`src/rtl/uart_rx.sv`:
```
`default_nettype none
// ----------------------------------------------------------------------------
// uart_rx : 8N1 UART receiver, single mid-bit sample per bit, oversample tick.
// Optional parity checking via UART_RX_PARITY_EN.            Revision: 1.0
// ----------------------------------------------------------------------------
module uart_rx #(
  parameter int DATA_BITS  = 8,
  parameter int OVERSAMPLE = 16
`ifdef UART_RX_PARITY_EN
  , parameter bit PARITY_ODD = 1'b0
`endif
) (
  input  logic                 clk,
  input  logic                 rst_n,
  input  logic                 os_tick,
  input  logic                 rx_line,
  output logic [DATA_BITS-1:0] data_out,
  output logic                 valid,
  output logic                 frame_err,
`ifdef UART_RX_PARITY_EN
  output logic                 parity_err,
`endif
  output logic                 busy
);

  localparam int            TW       = (OVERSAMPLE > 1) ? $clog2(OVERSAMPLE) : 1;
  localparam int            BW       = (DATA_BITS > 1) ? $clog2(DATA_BITS) : 1;
  localparam logic [TW-1:0] HALF_M1  = TW'(OVERSAMPLE / 2 - 1);
  localparam logic [TW-1:0] FULL_M1  = TW'(OVERSAMPLE - 1);
  localparam logic [BW-1:0] LAST_BIT = BW'(DATA_BITS - 1);

  typedef enum logic [2:0] {
    S_IDLE,
    S_START,
    S_DATA,
`ifdef UART_RX_PARITY_EN
    S_PARITY,
`endif
    S_STOP
  } state_e;

  state_e                state_q, state_d;
  logic                  rx_meta_q, rx_s_q;
  logic [TW-1:0]         tcnt_q, tcnt_d;
  logic [BW-1:0]         bcnt_q, bcnt_d;
  logic [DATA_BITS-1:0]  shift_q, shift_d;
  logic [DATA_BITS-1:0]  data_q, data_d;
  logic                  valid_q, valid_d;
  logic                  ferr_q, ferr_d;
  logic                  armed_q, armed_d;
`ifdef UART_RX_PARITY_EN
  logic                  par_q, par_d;
  logic                  perr_q, perr_d;
`endif

  always_ff @(posedge clk or negedge rst_n) begin
    if (!rst_n) begin
      state_q   <= S_IDLE;
      rx_meta_q <= 1'b1;
      rx_s_q    <= 1'b1;
      tcnt_q    <= '0;
      bcnt_q    <= '0;
      shift_q   <= '0;
      data_q    <= '0;
      valid_q   <= 1'b0;
      ferr_q    <= 1'b0;
      armed_q   <= 1'b1;
`ifdef UART_RX_PARITY_EN
      par_q     <= 1'b0;
      perr_q    <= 1'b0;
`endif
    end else begin
      state_q   <= state_d;
      rx_meta_q <= rx_line;
      rx_s_q    <= rx_meta_q;
      tcnt_q    <= tcnt_d;
      bcnt_q    <= bcnt_d;
      shift_q   <= shift_d;
      data_q    <= data_d;
      valid_q   <= valid_d;
      ferr_q    <= ferr_d;
      armed_q   <= armed_d;
`ifdef UART_RX_PARITY_EN
      par_q     <= par_d;
      perr_q    <= perr_d;
`endif
    end
  end

  always_comb begin
    state_d = state_q;
    tcnt_d  = tcnt_q;
    bcnt_d  = bcnt_q;
    shift_d = shift_q;
    data_d  = data_q;
    valid_d = 1'b0;
    ferr_d  = 1'b0;
    armed_d = armed_q;
`ifdef UART_RX_PARITY_EN
    par_d   = par_q;
    perr_d  = 1'b0;
`endif
    case (state_q)
      S_IDLE: begin
        tcnt_d = '0;
        bcnt_d = '0;
        if (rx_s_q) armed_d = 1'b1;
        // A line held low after a framing error must go high before re-arming.
        if (armed_q && !rx_s_q) state_d = S_START;
      end
      S_START: begin
        if (os_tick) begin
          if (tcnt_q == HALF_M1) begin
            tcnt_d  = '0;
            state_d = rx_s_q ? S_IDLE : S_DATA;
          end else begin
            tcnt_d = tcnt_q + 1'b1;
          end
        end
      end
      S_DATA: begin
        if (os_tick) begin
          if (tcnt_q == FULL_M1) begin
            tcnt_d  = '0;
            shift_d = {rx_s_q, shift_q[DATA_BITS-1:1]};
            if (bcnt_q == LAST_BIT) begin
              bcnt_d  = '0;
`ifdef UART_RX_PARITY_EN
              state_d = S_PARITY;
`else
              state_d = S_STOP;
`endif
            end else begin
              bcnt_d = bcnt_q + 1'b1;
            end
          end else begin
            tcnt_d = tcnt_q + 1'b1;
          end
        end
      end
`ifdef UART_RX_PARITY_EN
      S_PARITY: begin
        if (os_tick) begin
          if (tcnt_q == FULL_M1) begin
            tcnt_d  = '0;
            par_d   = rx_s_q;
            state_d = S_STOP;
          end else begin
            tcnt_d = tcnt_q + 1'b1;
          end
        end
      end
`endif
      S_STOP: begin
        if (os_tick) begin
          if (tcnt_q == FULL_M1) begin
            tcnt_d  = '0;
            state_d = S_IDLE;
            if (rx_s_q) begin
              data_d  = shift_q;
              valid_d = 1'b1;
`ifdef UART_RX_PARITY_EN
              perr_d  = (^{shift_q, par_q}) ^ PARITY_ODD;
`endif
            end else begin
              ferr_d  = 1'b1;
              armed_d = 1'b0;
            end
          end else begin
            tcnt_d = tcnt_q + 1'b1;
          end
        end
      end
      default: state_d = S_IDLE;
    endcase
  end

  assign data_out  = data_q;
  assign valid     = valid_q;
  assign frame_err = ferr_q;
  assign busy      = (state_q != S_IDLE);
`ifdef UART_RX_PARITY_EN
  assign parity_err = perr_q;
`endif

endmodule
`default_nettype wire

```
`config.mk`:
```
export PLATFORM = sky130hd
export DESIGN_NAME = uart_rx
export DESIGN_NICKNAME = d
export VERILOG_FILES = /design/src/rtl/uart_rx.sv
export SDC_FILE = /design/constraint.sdc
export NUM_CORES = 1
export LEC_CHECK = 0
export CAP_MARGIN = 20
export CORE_MARGIN = 5
export CORE_UTILIZATION = 36
export CTS_CLUSTER_SIZE = 20
export DETAILED_ROUTE_END_ITERATION = 10
export SLEW_MARGIN = 40
export SYNTH_ARGS = -nofsm -noshare
export SYNTH_HDL_FRONTEND = slang
export SYNTH_SLANG_ARGS = --single-unit
```
`constraint.sdc`:
```
create_clock -name clk -period 4.9 [get_ports clk]
set_input_delay 0.735 -clock clk [delete_from_list [all_inputs] [get_ports clk]]
set_output_delay 0.735 -clock clk [all_outputs]
set_load 0.05 [all_outputs]
```
==> impl.org <==
** Outcome
- The flow ran to the end, and the final reports show no timing, DRC or antenna violations.

** Floorplan
- Die footprint :: roughly 0.0051 mm^2
- The floorplan step set the die width to just over 70 um.
- In this run the count of I/O pins placed on the die edge is 15.
- Placement row count :: 22
- The core region is roughly 0.0037 mm^2.
- Initial standard-cell utilization of the core :: 0.373
- Die Span Y :: about 72 um

** Drt
- The detailed router placed 843 vias in this run.
- Via-per-instance ratio :: approximately 4.9
- Number of iterations in the first detailed-routing pass :: 2
- After detailed routing, the number of remaining DRC violations is 0.
- Dividing the detail-routed wire length by the instance count gives ~13 um.
- Detailed Route Iter0 Violations :: 13
- Total wirelength of the detailed-routed design :: 2160 um
- In this run the remaining antenna-violating nets after routing total 0.

** Placement
- The count of buffers added on input and output ports is 14.
- Cell count after placement :: 163
- At the end of routability-driven placement, the weighted congestion stood at a little under 0.9.
- After legalization and detailed placement, the total HPWL measured 1510 um.

** Clock tree
- The number of hold buffers added after CTS was 0.
- Clock-pin slew was measured on the worst setup and hold paths at 0.06 ns.
- For the worst-skew pair, the clock arrives at the later sink with an insertion delay of about 0.28 ns.
- The number of setup buffers added after CTS is 0.
- Resized Gates After CTS :: 0
- Maximum count of clock buffers along a single path :: 2
- Clock Sink Count :: 30
- The cell sitting at the root of the clock tree is a clkbuf_8.
- The number of clock buffers added by TritonCTS is 5.
- The H-tree was split into 2 levels.
- TritonCTS built the clock tree.

** STA
- In the finished design, the share of the clock period the worst path needs comes to 0.564.
- Number of setup violations in the final report :: 0
- Setup total negative slack on the finished layout was measured at 0 ns.
- Final Hold Vio Count :: 0
- Setup repair after global routing left no endpoint under its margin.
- The number of pins with negative max-slew slack in the final report came to 0.
- For the finished layout, the period the worst path requires is ~2.8 ns.
- Tightest Pin Transition :: 0.546 ns
- For the final database, setup skew stands at around 0.0046 ns.
- In this run the tightest slew margin relative to its limit is 0.636.
- Based on the critical path, the design can be clocked at up to between 300 and 400 MHz.

** Cells and area
- NumNets Final :: between 100 and 150
- Leaving out fill and tap cells, the most frequent cells in the layout are 27 x dfrtp_1, 19 x mux2_2, 14 x clkdlybuf4s50_1.
- Number of non-filler instances in the completed layout :: between 150 and 200
- Antenna diode count :: 0
- In the final layout, the share of cells above drive strength 1 is 0.268.
- Area growth from synthesis to final layout :: 18.3%
- Most common cell after layout, fill and taps aside :: dfrtp_1

** Yosys
- The synthesized netlist occupies a cell area of about 0.0014 mm^2.
- Avg Inst Size Synth :: around 13 um^2
- Yosys printed 0 warnings.
- Number of distinct library cells after synthesis :: 35
- Mapped Cells :: about 110
- Syn Nets :: about 110
- Synthesized flop and latch total :: 30
- For this run, the register share of the synthesized area comes to 0.552.

** Global route
- Entering global routing, the biggest net connects 31 pins.
- The initial antenna violation count is 0.
- Wire length of the first global-routing pass :: 3820 um
- For this run, the total global-route usage over all layers was measured as 0.0980.
- Vias in the first global route :: 841
- Congestion Overflow GR :: 0

** Power
- Across the VDD grid, the largest voltage drop is roughly 0.18 mV.
- For this design the ratio of total power to cell area is 419 mW/mm^2.
- Summing internal, switching and leakage power gives around 0.68 mW.
- Summed over all cells, the static leakage comes to between 0.7 and 0.8 nW.

** Setup path
- Sort of element at the start of the critical path :: flop
- CP Class :: reg -> out
- At the worst endpoint, the required time is ~4.2 ns.
- Worst path arrival time :: around 2.0 ns
- The worst setup path is captured at a primary output.
- Worst Path Max Fanout :: 16

** Run
- Across the run, the number of max-cap violations was 0.

** Min path
- The worst hold path belongs to the class reg -> reg.
per-layer routing:
layer | vias to the layer above | global-route usage | part of all wire
met4 | 0 | 0.0793 | 0.035
met1 | 403 | 0.113 | 0.45
met2 | 15 | 0.147 | 0.47
met5 | - | 0 | 0
met3 | 9 | 0.0337 | 0.043
li1 | 416 | - | -
critical path: stages, from the launching register on:
cell and delay (ns):
dfrtp_1 0.69, nor2_1 0.18, inv_1 0.09, clkdlybuf4s50_1 0.80
where the power goes:
part / switching [mW] / leakage, nW / internal [mW]
Sequential: 0.0702 / 0.400 / 0.284
Clock: 0.0866 / 0.0450 / 0.0980
Combinational: 0.0727 / 0.312 / 0.0659
Total: 0.230 / 0.757 / 0.447
sequential cells by signal, indices dropped and copies added, names as in the netlist:
register and count:
data_out 8, shift_q 8, tcnt_q 4, bcnt_q 3
state_q 2, armed_q 1, frame_err 1, rx_meta_q 1
rx_s_q 1, valid 1
cell families after synthesis:
family / Yosys count / synth area share
adders and majority gates: 3 / 0.0275
muxes: 20 / 0.164
xor gates and xnor gates: 1 / 0.00641
AOI/OAI and AO/OA: 18 / 0.0943
buffers and inverters: 11 / 0.0430
DFF: 30 / 0.552
and+or+nand+nor: 23 / 0.113
metrics by stage:
step	hold WS (ns)	util	setup slack [ns]	instance area, um^2
floorplan	0.345	-	3.13	1370
finish	0.356	0.442	2.13	1620
global route	0.358	0.442	2.04	1620
detailed placement	0.347	0.419	2.42	1530
CTS	0.353	0.442	2.15	1620
global placement	0.346	0.419	2.43	1530
synthesized netlist by cell type:
library cell | n | share of area
dfrtp_1 | 27 | 0.49
nand2_1 | 3 | 0.0082
nand3_1 | 2 | 0.0073
nand2b_1 | 2 | 0.0092
dfstp_2 | 3 | 0.058
nor2_1 | 3 | 0.0082
nor2_4 | 1 | 0.0082
a21boi_0 | 1 | 0.0055
a21oi_1 | 6 | 0.022
ha_1 | 3 | 0.027
buf_4 | 2 | 0.011
a2111oi_2 | 1 | 0.011
buf_6 | 1 | 0.0082
mux2_2 | 19 | 0.16
o31ai_1 | 2 | 0.011
and4_1 | 1 | 0.0064
clkbuf_2 | 1 | 0.0037
and2_1 | 1 | 0.0046
nor3_1 | 1 | 0.0037
nand4_1 | 1 | 0.0046
and3_1 | 2 | 0.0092
nor2b_1 | 3 | 0.014
mux2i_1 | 1 | 0.0073
a311oi_1 | 1 | 0.0064
nand3b_1 | 1 | 0.0055
o21ai_0 | 1 | 0.0037
xor2_1 | 1 | 0.0064
clkbuf_1 | 1 | 0.0027
nand4_4 | 1 | 0.016
inv_1 | 5 | 0.014
a22o_1 | 3 | 0.019
nand4bb_1 | 1 | 0.0082
buf_2 | 1 | 0.0037
a41oi_1 | 1 | 0.0064
a31oi_1 | 2 | 0.0092
layout make-up:
cell class                      instances  area, um^2
Fill cell                             353        2040
Clock inverter                          2        10.0
Multi-Input combinational cell         65         553
Tap cell                               48        60.1
Inverter                                5        18.8
Sequential cell                        30         754
Clock buffer                            6        72.6
Timing Repair Buffer                   15         148
path summary, 6_finish.rpt:
kind / cells past startpoint / slack, ns / to / startpoint
worst max-delay path: 3 / 2.13 / busy / state_q[0]
worst min-delay path: 0 / 0.36 / rx_s_q / rx_meta_q
worst max register to register: 4 / 3.10 / data_out[6] / tcnt_q[0]
worst min register to register: 0 / 0.36 / rx_s_q / rx_meta_q
max in group asynchronous: 2 / 3.75 / rx_s_q / rst_n
min in group asynchronous: 2 / 0.84 / data_out[3] / rst_n
Note: power is estimated with default switching activity, not from simulation.
